<file path="config.mk">
export PLATFORM = sky130hd
export DESIGN_NAME = axi4_lite_master_ctrl
export DESIGN_NICKNAME = d
export VERILOG_FILES = /design/src/rtl/axi4_lite_master_ctrl.sv
export SDC_FILE = /design/constraint.sdc
export NUM_CORES = 1
export LEC_CHECK = 0
export ABC_AREA = 0
export ABC_CLOCK_PERIOD_IN_PS = 6100
export CORE_ASPECT_RATIO = 1.4
export CORE_MARGIN = 5
export CORE_UTILIZATION = 38
export DETAILED_ROUTE_END_ITERATION = 8
export HOLD_SLACK_MARGIN = 0.03
export PLACE_DENSITY = 0.84
export SETUP_SLACK_MARGIN = 0.1
export SLEW_MARGIN = 20
export SYNTH_ARGS = -nofsm -noshare
export SYNTH_HDL_FRONTEND = slang
export SYNTH_SLANG_ARGS = --single-unit
</file>
<file path="constraint.sdc">
create_clock -name ACLK -period 6.1 [get_ports ACLK]
set_input_delay 0.915 -clock ACLK [delete_from_list [all_inputs] [get_ports ACLK]]
set_output_delay 0.915 -clock ACLK [all_outputs]
set_load 0.03 [all_outputs]
</file>
<file path="src/rtl/axi4_lite_master_ctrl.sv">
// AXI4-Lite master engine: single-beat commands in, AXI4-Lite read/write transactions out,
// with independent AW/W handshakes, held response handshake and per-phase timeout abort.
module axi4_lite_master_ctrl #(
  parameter int unsigned ADDR_WIDTH     = 32,
  parameter int unsigned DATA_WIDTH     = 32,
  parameter int unsigned TIMEOUT_CYCLES = 256
) (
  input  logic                    ACLK,
  input  logic                    ARESET,
  input  logic                    CMD_VALID,
  output logic                    CMD_READY,
  input  logic                    CMD_WRITE,
  input  logic [ADDR_WIDTH-1:0]   CMD_ADDR,
  input  logic [DATA_WIDTH-1:0]   CMD_WDATA,
  input  logic [DATA_WIDTH/8-1:0] CMD_WSTRB,
  output logic                    RSP_VALID,
  input  logic                    RSP_READY,
  output logic                    RSP_WRITE,
  output logic [DATA_WIDTH-1:0]   RSP_RDATA,
  output logic [1:0]              RSP_RESP,
  output logic                    RSP_TIMEOUT,
  output logic [ADDR_WIDTH-1:0]   M_AWADDR,
  output logic                    M_AWVALID,
  input  logic                    M_AWREADY,
  output logic [DATA_WIDTH-1:0]   M_WDATA,
  output logic [DATA_WIDTH/8-1:0] M_WSTRB,
  output logic                    M_WVALID,
  input  logic                    M_WREADY,
  input  logic [1:0]              M_BRESP,
  input  logic                    M_BVALID,
  output logic                    M_BREADY,
  output logic [ADDR_WIDTH-1:0]   M_ARADDR,
  output logic                    M_ARVALID,
  input  logic                    M_ARREADY,
  input  logic [DATA_WIDTH-1:0]   M_RDATA,
  input  logic [1:0]              M_RRESP,
  input  logic                    M_RVALID,
  output logic                    M_RREADY
);

  localparam int unsigned STRB_WIDTH = DATA_WIDTH / 8;
  localparam int unsigned ALIGN_BITS = $clog2(STRB_WIDTH);
  localparam int unsigned CNT_WIDTH  = (TIMEOUT_CYCLES < 2) ? 1 : $clog2(TIMEOUT_CYCLES);
  localparam int unsigned TO_LAST    = (TIMEOUT_CYCLES == 0) ? 0 : TIMEOUT_CYCLES - 1;
  localparam logic [ADDR_WIDTH-1:0] ADDR_MASK = ~ADDR_WIDTH'((1 << ALIGN_BITS) - 1);

  typedef enum logic [2:0] {IDLE, WRITE, WRESP, RADDR, RDATA, RESP} state_t;

  state_t                 state, state_d;
  logic [CNT_WIDTH-1:0]   cnt, cnt_d;
  logic                   cmd_ready_d, rsp_valid_d, rsp_write_d, rsp_timeout_d;
  logic [DATA_WIDTH-1:0]  rsp_rdata_d, wdata_d;
  logic [1:0]             rsp_resp_d;
  logic [ADDR_WIDTH-1:0]  awaddr_d, araddr_d;
  logic [STRB_WIDTH-1:0]  wstrb_d;
  logic                   awvalid_d, wvalid_d, bready_d, arvalid_d, rready_d;
  logic                   aw_fire, w_fire, expire, abort;

  always_ff @(posedge ACLK or posedge ARESET) begin
    if (ARESET) begin
      state       <= IDLE;
      cnt         <= '0;
      CMD_READY   <= 1'b0;
      RSP_VALID   <= 1'b0;
      RSP_WRITE   <= 1'b0;
      RSP_RDATA   <= '0;
      RSP_RESP    <= 2'b00;
      RSP_TIMEOUT <= 1'b0;
      M_AWADDR    <= '0;
      M_AWVALID   <= 1'b0;
      M_WDATA     <= '0;
      M_WSTRB     <= '0;
      M_WVALID    <= 1'b0;
      M_BREADY    <= 1'b0;
      M_ARADDR    <= '0;
      M_ARVALID   <= 1'b0;
      M_RREADY    <= 1'b0;
    end else begin
      state       <= state_d;
      cnt         <= cnt_d;
      CMD_READY   <= cmd_ready_d;
      RSP_VALID   <= rsp_valid_d;
      RSP_WRITE   <= rsp_write_d;
      RSP_RDATA   <= rsp_rdata_d;
      RSP_RESP    <= rsp_resp_d;
      RSP_TIMEOUT <= rsp_timeout_d;
      M_AWADDR    <= awaddr_d;
      M_AWVALID   <= awvalid_d;
      M_WDATA     <= wdata_d;
      M_WSTRB     <= wstrb_d;
      M_WVALID    <= wvalid_d;
      M_BREADY    <= bready_d;
      M_ARADDR    <= araddr_d;
      M_ARVALID   <= arvalid_d;
      M_RREADY    <= rready_d;
    end
  end

  always_comb begin
    state_d       = state;
    cnt_d         = '0;
    abort         = 1'b0;
    rsp_valid_d   = RSP_VALID;
    rsp_write_d   = RSP_WRITE;
    rsp_rdata_d   = RSP_RDATA;
    rsp_resp_d    = RSP_RESP;
    rsp_timeout_d = RSP_TIMEOUT;
    awaddr_d      = M_AWADDR;
    awvalid_d     = M_AWVALID;
    wdata_d       = M_WDATA;
    wstrb_d       = M_WSTRB;
    wvalid_d      = M_WVALID;
    araddr_d      = M_ARADDR;
    arvalid_d     = M_ARVALID;
    bready_d      = 1'b0;
    rready_d      = 1'b0;
    aw_fire       = M_AWVALID & M_AWREADY;
    w_fire        = M_WVALID & M_WREADY;
    expire        = (TIMEOUT_CYCLES != 0) && (cnt == CNT_WIDTH'(TO_LAST));

    case (state)
      IDLE: begin
        if (CMD_VALID && CMD_READY) begin
          if (CMD_WRITE) begin
            state_d   = WRITE;
            awvalid_d = 1'b1;
            awaddr_d  = CMD_ADDR & ADDR_MASK;
            wvalid_d  = 1'b1;
            wdata_d   = CMD_WDATA;
            wstrb_d   = CMD_WSTRB;
          end else begin
            state_d   = RADDR;
            arvalid_d = 1'b1;
            araddr_d  = CMD_ADDR & ADDR_MASK;
          end
        end
      end
      // AW and W retire independently; a handshake on either restarts the timer
      WRITE: begin
        if (aw_fire) begin
          awvalid_d = 1'b0;
          awaddr_d  = '0;
        end
        if (w_fire) begin
          wvalid_d = 1'b0;
          wdata_d  = '0;
          wstrb_d  = '0;
        end
        if ((!M_AWVALID || aw_fire) && (!M_WVALID || w_fire)) begin
          state_d  = WRESP;
          bready_d = 1'b1;
        end else if (!(aw_fire || w_fire)) begin
          if (expire) abort = 1'b1;
          else        cnt_d = cnt + CNT_WIDTH'(1);
        end
      end
      WRESP: begin
        if (M_BVALID) begin
          state_d       = RESP;
          rsp_valid_d   = 1'b1;
          rsp_write_d   = 1'b1;
          rsp_rdata_d   = '0;
          rsp_resp_d    = M_BRESP;
          rsp_timeout_d = 1'b0;
        end else if (expire) begin
          abort = 1'b1;
        end else begin
          bready_d = 1'b1;
          cnt_d    = cnt + CNT_WIDTH'(1);
        end
      end
      RADDR: begin
        if (M_ARREADY) begin
          state_d   = RDATA;
          arvalid_d = 1'b0;
          araddr_d  = '0;
          rready_d  = 1'b1;
        end else if (expire) begin
          abort = 1'b1;
        end else begin
          cnt_d = cnt + CNT_WIDTH'(1);
        end
      end
      RDATA: begin
        if (M_RVALID) begin
          state_d       = RESP;
          rsp_valid_d   = 1'b1;
          rsp_write_d   = 1'b0;
          rsp_rdata_d   = M_RDATA;
          rsp_resp_d    = M_RRESP;
          rsp_timeout_d = 1'b0;
        end else if (expire) begin
          abort = 1'b1;
        end else begin
          rready_d = 1'b1;
          cnt_d    = cnt + CNT_WIDTH'(1);
        end
      end
      RESP: begin
        if (RSP_READY) begin
          state_d       = IDLE;
          rsp_valid_d   = 1'b0;
          rsp_write_d   = 1'b0;
          rsp_rdata_d   = '0;
          rsp_resp_d    = 2'b00;
          rsp_timeout_d = 1'b0;
        end
      end
      default: state_d = IDLE;
    endcase

    // Timed-out phase: drop every bus request and report SLVERR with the timeout flag
    if (abort) begin
      state_d       = RESP;
      awvalid_d     = 1'b0;
      awaddr_d      = '0;
      wvalid_d      = 1'b0;
      wdata_d       = '0;
      wstrb_d       = '0;
      arvalid_d     = 1'b0;
      araddr_d      = '0;
      bready_d      = 1'b0;
      rready_d      = 1'b0;
      rsp_valid_d   = 1'b1;
      rsp_write_d   = (state == WRITE) || (state == WRESP);
      rsp_rdata_d   = '0;
      rsp_resp_d    = 2'b10;
      rsp_timeout_d = 1'b1;
    end

    cmd_ready_d = (state_d == IDLE);
  end

endmodule

</file>
==> results of run 1 <==
## cells in the final DEF (no fill, tap or decap), drive strengths merged, types with 5 or more instances in the layout
| master | instances |
|---|---|
| nand2 | 8 |
| nor2 | 14 |
| a21oi | 11 |
| o21ai | 6 |
| nor2b | 5 |
| nand3 | 8 |
| a22o | 129 |
| a21o | 6 |
| buf | 7 |
| inv | 7 |
| dfrtp | 150 |
| clkdlybuf4s50 | 250 |
| nand2b | 5 |
| clkbuf | 20 |
## stage by stage
stage                     instance area, sq um  instances  util (%)  power [mW]
after global routing                      9070        875      60.3        5.53
after CTS                                 9070        875      60.3        5.34
after global placement                    8490        844      56.4        4.18
after detailed placement                  8490        844      56.4        4.26
after floorplan                           5840        431         -        3.17
final                                     9070        875      60.3        5.29
## cells by family after synthesis
group / share of synthesized area [%]
mux: 0.901
buf+inv: 3.71
compound gates: 23.9
xor+xnor: 0.901
flops: 64.4
fa+ha+maj: 0.214
other cells: 0.0643
simple gates: 6.01
## routing by layer
layer	global-route usage, %	vias up
li1	-	2102
met1	22.3	2382
met2	32.4	241
met3	7.39	52
met4	10.1	0
met5	0	-
## worst max path at each step
stage                              end  slack [ns]  cells past startpoint
5_1_grt        M_WDATA[20]$_DFFE_PP0P_        2.79                      5
2_1_floorplan      CMD_READY$_DFF_PP0_        1.15                      1
4_1_cts        M_WDATA[29]$_DFFE_PP0P_        2.98                      6
3_3_place_gp    M_WDATA[3]$_DFFE_PP0P_        2.66                      6
3_5_place_dp    M_WDATA[8]$_DFFE_PP0P_        2.52                      6
6_report       M_WDATA[17]$_DFFE_PP0P_        2.93                      6
## sequential cells by signal, summed over array words and instances (netlist names), 2 cells and up
| signal | cells |
|---|---|
| M_WDATA | 32 |
| M_ARADDR | 30 |
| RSP_RESP | 2 |
| state | 3 |
| M_AWADDR | 30 |
| RSP_RDATA | 32 |
| cnt | 8 |
| M_WSTRB | 4 |
## synthesized netlist by cell type, drive strengths merged (2+ instances only)
cell | count | share of area, %
a21o | 6 | 0.77
a21oi | 11 | 1.1
a22o | 129 | 19
a311o | 2 | 0.34
and3 | 2 | 0.21
buf | 28 | 2.9
clkbuf | 8 | 0.51
dfrtp | 150 | 64
inv | 4 | 0.26
mux2 | 2 | 0.39
mux2i | 3 | 0.51
nand2 | 8 | 0.51
nand2b | 5 | 0.54
nand3 | 8 | 0.69
nor2 | 14 | 0.90
nor2b | 5 | 0.54
nor3 | 4 | 0.34
nor3b | 3 | 0.39
nor4 | 3 | 0.43
nor4b | 3 | 0.66
o21ai | 6 | 0.51
or2 | 3 | 0.32
xnor2 | 3 | 0.45
xor2 | 3 | 0.45
## worst max-delay path, cell delays in order
cell and delay, ns:
clkdlybuf4s50_1 0.49, nor4b_1 0.50, a21oi_1 0.16, a21boi_2 0.72, a21oi_4 0.33, a22o_1 0.34
## report_power, final
group / switching (mW) / total (mW) / internal [mW]
Sequential: 0.287 / 1.68 / 1.39
Combinational: 1.44 / 2.57 / 1.12
Clock: 0.405 / 1.05 / 0.644
Total: 2.13 / 5.29 / 3.16
## layout make-up
cell class,instances,area (sq um),share of cell area (%)
clock buffers,20,437,4.81
clock inverters,11,150,1.65
well taps,192,240,2.65
repair buffers,257,2550,28.2
flip-flops and latches,150,3750,41.4
multi-input cells,241,1920,21.1
inverters,4,20.0,0.221
==> results.yml, run 1 <==
status:
  status: "completed"
critical_path:
  cp.required_ns: 6.40
  r2r_end: "M_WDATA[17]$_DFFE_PP0P_"
  end_kind: "flop"
  timing.rr.start: "state[0]$_DFF_PP0_"
  cp-start-kind: "input pin"
  crit_fanout: 37
  worstPathArrival_ns: 3.47
  r2r_cells: 5
  startpoint: "M_RVALID"
  critPathKind: "input pin to flop"
  reg2reg_slack_ns: 3.00
floorplan:
  io_pins: 257
  fp.dieW_um: 115
  start_util_pct: 38.7
  core_sq_um: 15100
  rows: 53
  die-area_sq_um: 18000
  dieHeight_um: 157
detailed_routing:
  highest_layer: "met4"
  wl_per_cell_um: 20.4
  drtIter0Drc: 190
  via_per_inst: 5.46
  dr.pass1.iters: 4
  drc_errors: 0
  routed_wl_mm: 17.9
  vias: 4777
  m1WireLength_mm: 6.60
  ant_nets: 0
  wl_met2_mm: 8.97
  route.met3.wl_mm: 1.61
logic_synthesis:
  ys_seq_area_share_pct: 64.4
  synth_ff_type: "dfrtp_1"
  synth-edff-count: 0
  syn_area_per_cell_sq_um: 13.6
  async_flop_share_pct: 100
  yosysUniqueCellTypes: 44
  ys_seq_elements: 150
  ys_warn_count: 0
  synth_cells: 428
  synth_area_sq_um: 5830
power:
  p_leak_nw: 4.01
  power_density_nw_per_um2: 583
  ir_drop_mv: 0.328
clocking:
  cts_resized: 0
  clk_latency_ns: 0.42
  cts_buffers: 17
  holdBufCountCts: 0
  ctsLongestPathBuffers: 2
  cts_tree: "built"
  cts.reportedPaths.clkPinSlew_ns: 0.06
  postCtsSetupBuffers: 0
  htreeDepth: 4
  clock-sinks: 150
  clock_tree.root_cell: "clkbuf_16"
global_routing:
  grt_max_degree: 90
  globalRouteOverflowTotal: 0
  grt_pass1_wl_mm: 27.7
  grtUsageTotal_pct: 19.7
  grt_pass1_vias: 5211
  antenna_found_initial: 0
timing:
  fin_crit_sh_pct: 52.0
  drv_slew: 0
  maxSlewHeadroom_pct: 29.4
  whs_ns: 0.499
  setup_viol: 0
  fin_skew_ns: 0.00866
  worst_slew_pin_slew_ns: 1.06
  period_needed_ns: 3.17
  max_freq_mhz: 315
  finalSetupTns_ns: 0
  fin_ws_ns: 2.93
  hold_viol_final: 0
  rsz0062_at_grt: "false"
cells_and_area:
  final_nets: 786
  area_growth_pct: 55.6
  diodes: 0
  num-fill-cells: 1154
  drive_above_1_share_pct: 7.47
placement:
  preCtsSetupSlack_ns: 2.52
  dpl.hpwl_mm: 12.6
  portBuffers: 250
  place.gp.congestion: 0.856
hold_path:
  min_path_type: "flop to flop"
  whs_path_depth: 1
  holdPathEnd: "RSP_RDATA[20]$_DFFE_PP0P_"
  min-delay-start: "RSP_RDATA[20]$_DFFE_PP0P_"
run:
  cap_violations: 0
Note: power is estimated with default switching activity, not from simulation.
==> inputs of run 2 (changes only) <==
ABC_CLOCK_PERIOD_IN_PS = 3000   (was 6100)
clock period = 3 ns   (was 6.1 ns; I/O delays follow)
==> results.yml, run 2 (synthesis results as in run 1) <==
clocking:
  cts.reportedPaths.clkPinSlew_ns: 0.06
  clk_latency_ns: 0.40
  holdBufCountCts: 0
  cts_buffers: 17
  ctsLongestPathBuffers: 2
  htreeDepth: 4
  cts_tree: "built"
  cts_resized: 0
  postCtsSetupBuffers: 0
  clock_tree.root_cell: "clkbuf_16"
  clock-sinks: 150
detailed_routing:
  via_per_inst: 5.41
  wl_met2_mm: 9.21
  vias: 4763
  highest_layer: "met4"
  wl_per_cell_um: 20.4
  dr.pass1.iters: 4
  route.met3.wl_mm: 1.75
  drtIter0Drc: 220
  m1WireLength_mm: 6.57
  routed_wl_mm: 18.0
  ant_nets: 0
  drc_errors: 0
timing:
  fin_crit_sh_pct: 82.4
  hold_viol_final: 0
  max_freq_mhz: 405
  rsz0062_at_grt: "false"
  fin_skew_ns: 0.0106
  whs_ns: 0.483
  maxSlewHeadroom_pct: 59.4
  finalSetupTns_ns: 0
  period_needed_ns: 2.47
  drv_slew: 0
  setup_viol: 0
  worst_slew_pin_slew_ns: 0.608
critical_path:
  crit_family: "compound AO/OA/AOI/OAI gates"
  crit_slowest_cell: "dfrtp_1"
  crit_path_frequent_cell: "buf_4"
  crit_fanout: 31
  cp.required_ns: 3.29
  crit_chain: "nor2b_1 > a21oi_1 > a21boi_2 > buf_4 > a311oi_4 > buf_4 > a22o_1"
  cp-start-kind: "flop"
  crit_buf_inv: 2
  end_kind: "flop"
  worstPathArrival_ns: 2.76
  critPathKind: "flop to flop"
  critPathMaxStageDelay_ns: 0.65
  reg2reg_slack_ns: 0.53
cells_and_area:
  seqCellArea_sq_um: 3750
  drive_above_1_share_pct: 8.43
  final_nets: 791
  num-fill-cells: 1179
  largestRegisters: "M_WDATA: 32 flops, RSP_RDATA: 32 flops"
  final_cell_mix: "clkdlybuf4s50_1 (250), dfrtp_1 (150), a22o_1 (129)"
  layout_commonest_cell: "clkdlybuf4s50_1"
  area_growth_pct: 56.9
  multi_input_area_sq_um: 1920
  diodes: 0
hold_path:
  min_path_type: "flop to flop"
floorplan:
  core_sq_um: 15100
  io_pins: 257
  start_util_pct: 38.7
  dieHeight_um: 157
  fp.dieW_um: 115
  die-area_sq_um: 18000
  rows: 53
power:
  p_leak_nw: 4.05
  ir_drop_mv: 0.679
  power_density_nw_per_um2: 1180
run:
  cap_violations: 0
status:
  status: "completed"
global_routing:
  grt_pass1_wl_mm: 28.5
  grtUsageTotal_pct: 20.2
  globalRouteOverflowTotal: 0
  antenna_found_initial: 0
  grt_max_degree: 86
  grt_pass1_vias: 5230
placement:
  portBuffers: 250
  dpl.hpwl_mm: 12.8
  place.gp.congestion: 0.876
## run 2: cell types whose count changed in the layout (fill, tap and decap cells not counted), sizes merged
| cell | before | now |
|---|---|---|
| buf | 7 | 12 |
| bufinv | 3 | 2 |
| clkbuf | 20 | 18 |
| clkinv | 3 | 5 |
| inv | 7 | 8 |
## run 2: final timing paths
| check | startpoint | to | cells after the start |
|---|---|---|---|
| min | RSP_TIMEOUT$_DFFE_PP0P_ | RSP_TIMEOUT$_DFFE_PP0P_ | 1 |
| max | state[1]$_DFF_PP0_ | M_ARADDR[29]$_DFFE_PP0P_ | 7 |
| max reg2reg | state[1]$_DFF_PP0_ | M_ARADDR[29]$_DFFE_PP0P_ | 7 |
| max in group asynchronous | ARESET | cnt[3]$_DFF_PP0_ | 3 |
| min in group asynchronous | ARESET | M_WDATA[4]$_DFFE_PP0P_ | 3 |
| min reg2reg | RSP_TIMEOUT$_DFFE_PP0P_ | RSP_TIMEOUT$_DFFE_PP0P_ | 1 |
## run 2: metrics by stage
stage	util [%]	instances	cell area (sq um)	power, mW	setup WS (ns)
2_1_floorplan	-	431	5850	6.44	0.661
3_3_place_gp	57.0	849	8570	8.57	0.371
3_5_place_dp	57.0	849	8570	8.72	0.311
4_1_cts	60.8	880	9150	10.9	0.560
5_1_grt	60.8	880	9150	11.3	0.389
6_report	60.8	880	9150	10.8	0.529
## run 2: report_power, final
group / switching [mW] / internal, mW / leakage [nW]
combinational: 2.95 / 2.35 / 1.83
clock: 0.856 / 1.24 / 0.282
sequential: 0.563 / 2.83 / 1.94
total: 4.37 / 6.41 / 4.05
## run 2: cell type report
class / instances / share of cell area (%)
Sequential cell: 150 / 41.0
Timing Repair Buffer: 262 / 28.9
Multi-Input combinational cell: 241 / 21.0
Clock buffer: 18 / 4.69
Tap cell: 192 / 2.63
Clock inverter: 13 / 1.61
Inverter: 4 / 0.205
## run 2: layer usage
| layer | vias to the layer above | global-route usage, % |
|---|---|---|
| met2 | 233 | 34.4 |
| met1 | 2378 | 23.2 |
| met4 | 0 | 7.27 |
| met3 | 28 | 7.31 |
| li1 | 2124 | - |
| met5 | - | 0 |
## run 2: worst reg2reg max path: cells and delay by family (launching register included)
| family | cells | cell delay, ns |
|---|---|---|
| AO/OA/AOI/OAI | 4 | 0.68 |
| flip-flops | 1 | 0.65 |
| buffers and inverters | 2 | 0.52 |
| AND/OR/NAND/NOR | 1 | 0.50 |
==> inputs of run 3 (changes only) <==
ABC_CLOCK_PERIOD_IN_PS = 2000   (was 3000)
PLACE_DENSITY = 0.87   (was 0.84)
clock period = 2 ns   (was 3 ns; I/O delays follow)
==> results.yml, run 3 (synthesis results as in run 1) <==
status:
  status: "finished with violations"
  violations: "setup timing"
timing:
  setup_viol: 8
  period_needed_ns: 2.04
  rsz0062_at_grt: "true"
  maxSlewHeadroom_pct: 55.7
  max_freq_mhz: 491
  fin_crit_sh_pct: 102
  drv_slew: 0
  hold_viol_final: 0
  fin_ws_ns: -0.0371
  fin_skew_ns: 0.0125
  worst_slew_pin_slew_ns: 0.660
cells_and_area:
  area_growth_pct: 71.2
  layout_commonest_cell: "clkdlybuf4s50_1"
  final_cell_mix: "clkdlybuf4s50_1 (247), dfrtp_1 (148), a22o_1 (129)"
  seqCellArea_sq_um: 3760
  multi_input_area_sq_um: 2100
  drive_above_1_share_pct: 19.2
  largestRegisters: "M_WDATA: 32 flops, RSP_RDATA: 32 flops"
  final_nets: 860
  diodes: 0
  num-fill-cells: 1042
  final_cells: 949
floorplan:
  rows: 53
  die-area_sq_um: 18000
  dieHeight_um: 157
  start_util_pct: 38.7
  io_pins: 257
  core_sq_um: 15100
  fp.dieW_um: 115
critical_path:
  critPathKind: "flop to flop"
  cp.depth: 9
  crit_family: "compound AO/OA/AOI/OAI gates"
  timing.rr.start: "cnt[0]$_DFF_PP0_"
  end_kind: "flop"
  reg2reg_slack_ns: -0.04
  crit_buf_inv: 3
  worstPathArrival_ns: 2.32
  cp-start-kind: "flop"
  endpoint: "M_ARADDR[15]$_DFFE_PP0P_"
  crit_fanout: 8
  crit_slowest_cell: "dfrtp_1"
  r2r_end: "M_ARADDR[15]$_DFFE_PP0P_"
  crit_chain: "ha_4 > nand3_4 > nor4b_4 > a21boi_4 > buf_6 > a311oi_4 > buf_6 > buf_12 > a22o_1"
  critPathMaxStageDelay_ns: 0.40
  r2r_cells: 9
  cp.required_ns: 2.28
  startpoint: "cnt[0]$_DFF_PP0_"
  crit_path_frequent_cell: "buf_6"
detailed_routing:
  drtIter0Drc: 281
  drc_errors: 0
  via_per_inst: 5.39
  ant_nets: 0
  routed_wl_mm: 19.7
  wl_per_cell_um: 20.8
  vias: 5111
  dr.pass1.iters: 4
global_routing:
  grt_max_degree: 92
  globalRouteOverflowTotal: 0
  grtUsageTotal_pct: 21.9
  grt_pass1_wl_mm: 30.9
  grt_pass1_vias: 5683
  antenna_found_initial: 0
power:
  p_leak_nw: 4.48
  power_density_nw_per_um2: 1740
  ir_drop_mv: 0.970
hold_path:
  min_path_type: "input pin to async pin"
clocking:
  cts.reportedPaths.clkPinSlew_ns: 0.06
  htreeDepth: 4
  cts_tree: "built"
  clock-sinks: 150
  ctsLongestPathBuffers: 2
  clk_latency_ns: 0.41
  cts_buffers: 17
  clock_tree.root_cell: "clkbuf_16"
placement:
  dp_cells: 895
  dpl.hpwl_mm: 13.5
  place.gp.congestion: 0.934
  preCtsSetupSlack_ns: -0.490
  portBuffers: 250
run:
  cap_violations: 0
[run 3: changes by cell type in the layout (fill, tap and decap cells not counted), sizes merged]
cell and delta:
inv -1, dlymetal6s2s +3, a21oi +1, clkinv -3, buf +68, clkinvlp +4, clkdlybuf4s50 -3
[run 3: stage by stage]
stage	utilization, %	hold slack, ns	setup TNS, ns	total power, mW	area, sq um
after floorplan	-	0.433	-28.35	9.71	5890
after global placement	59.8	0.462	-43.05	13.4	8990
after detailed placement	59.8	0.465	-43.73	13.6	8990
after CTS	66.1	0.414	0	17.4	9940
after global routing	66.3	0.430	-4.50	18.1	9980
final	66.3	0.402	-0.143	17.3	9980
[run 3: where the power goes]
part / switching [mW] / internal, mW / leakage [nW]
registers: 0.794 / 4.25 / 1.93
logic: 4.89 / 4.24 / 2.28
clock network: 1.31 / 1.85 / 0.267
[run 3: routing by layer]
| metal | up-vias | part of all wire (%) | wire [um] | GRT usage, % |
|---|---|---|---|---|
| li1 | 2250 | - | - | - |
| met1 | 2588 | 38 | 7450 | 26.4 |
| met2 | 247 | 53 | 10400 | 37.8 |
| met3 | 26 | 7.6 | 1500 | 6.27 |
| met4 | 0 | 2.1 | 408 | 6.99 |
| met5 | - | 0 | 0 | 0 |
[run 3: tightest hold or removal path: stages]
cell and delay [ns]:
clkdlybuf4s50_1 0.47, clkinvlp_4 0.14, buf_12 0.27
[run 3: how the worst min path moves through the flow]
stage / start / end
2_1_floorplan: CMD_WDATA[0] / M_WDATA[0]$_DFFE_PP0P_
3_3_place_gp: M_ARVALID$_DFFE_PP0P_ / M_ARVALID$_DFFE_PP0P_
3_5_place_dp: M_ARVALID$_DFFE_PP0P_ / M_ARVALID$_DFFE_PP0P_
4_1_cts: ARESET / state[0]$_DFF_PP0_
5_1_grt: ARESET / cnt[2]$_DFF_PP0_
6_report: ARESET / RSP_WRITE$_DFFE_PP0P_
[run 3: cell type report]
| cell class | instances | share of cell area [%] |
|---|---|---|
| Tap cell | 192 | 2.41 |
| Multi-Input combinational cell | 242 | 21.0 |
| Timing Repair Buffer | 330 | 33.0 |
| Clock inverter | 13 | 1.49 |
| Inverter | 4 | 0.188 |
| Clock buffer | 18 | 4.30 |
| Sequential cell | 150 | 37.6 |
[run 3: what timing repair did]
action                                  4_1_cts  5_1_grt
gates cloned                                  3        0
buffers inserted                             19        3
endpoints found under the hold margin         0        0
resized for setup                            36       10
endpoints found under the setup margin      136      140
hold buffers                                  0        0
pin swaps                                     9        7
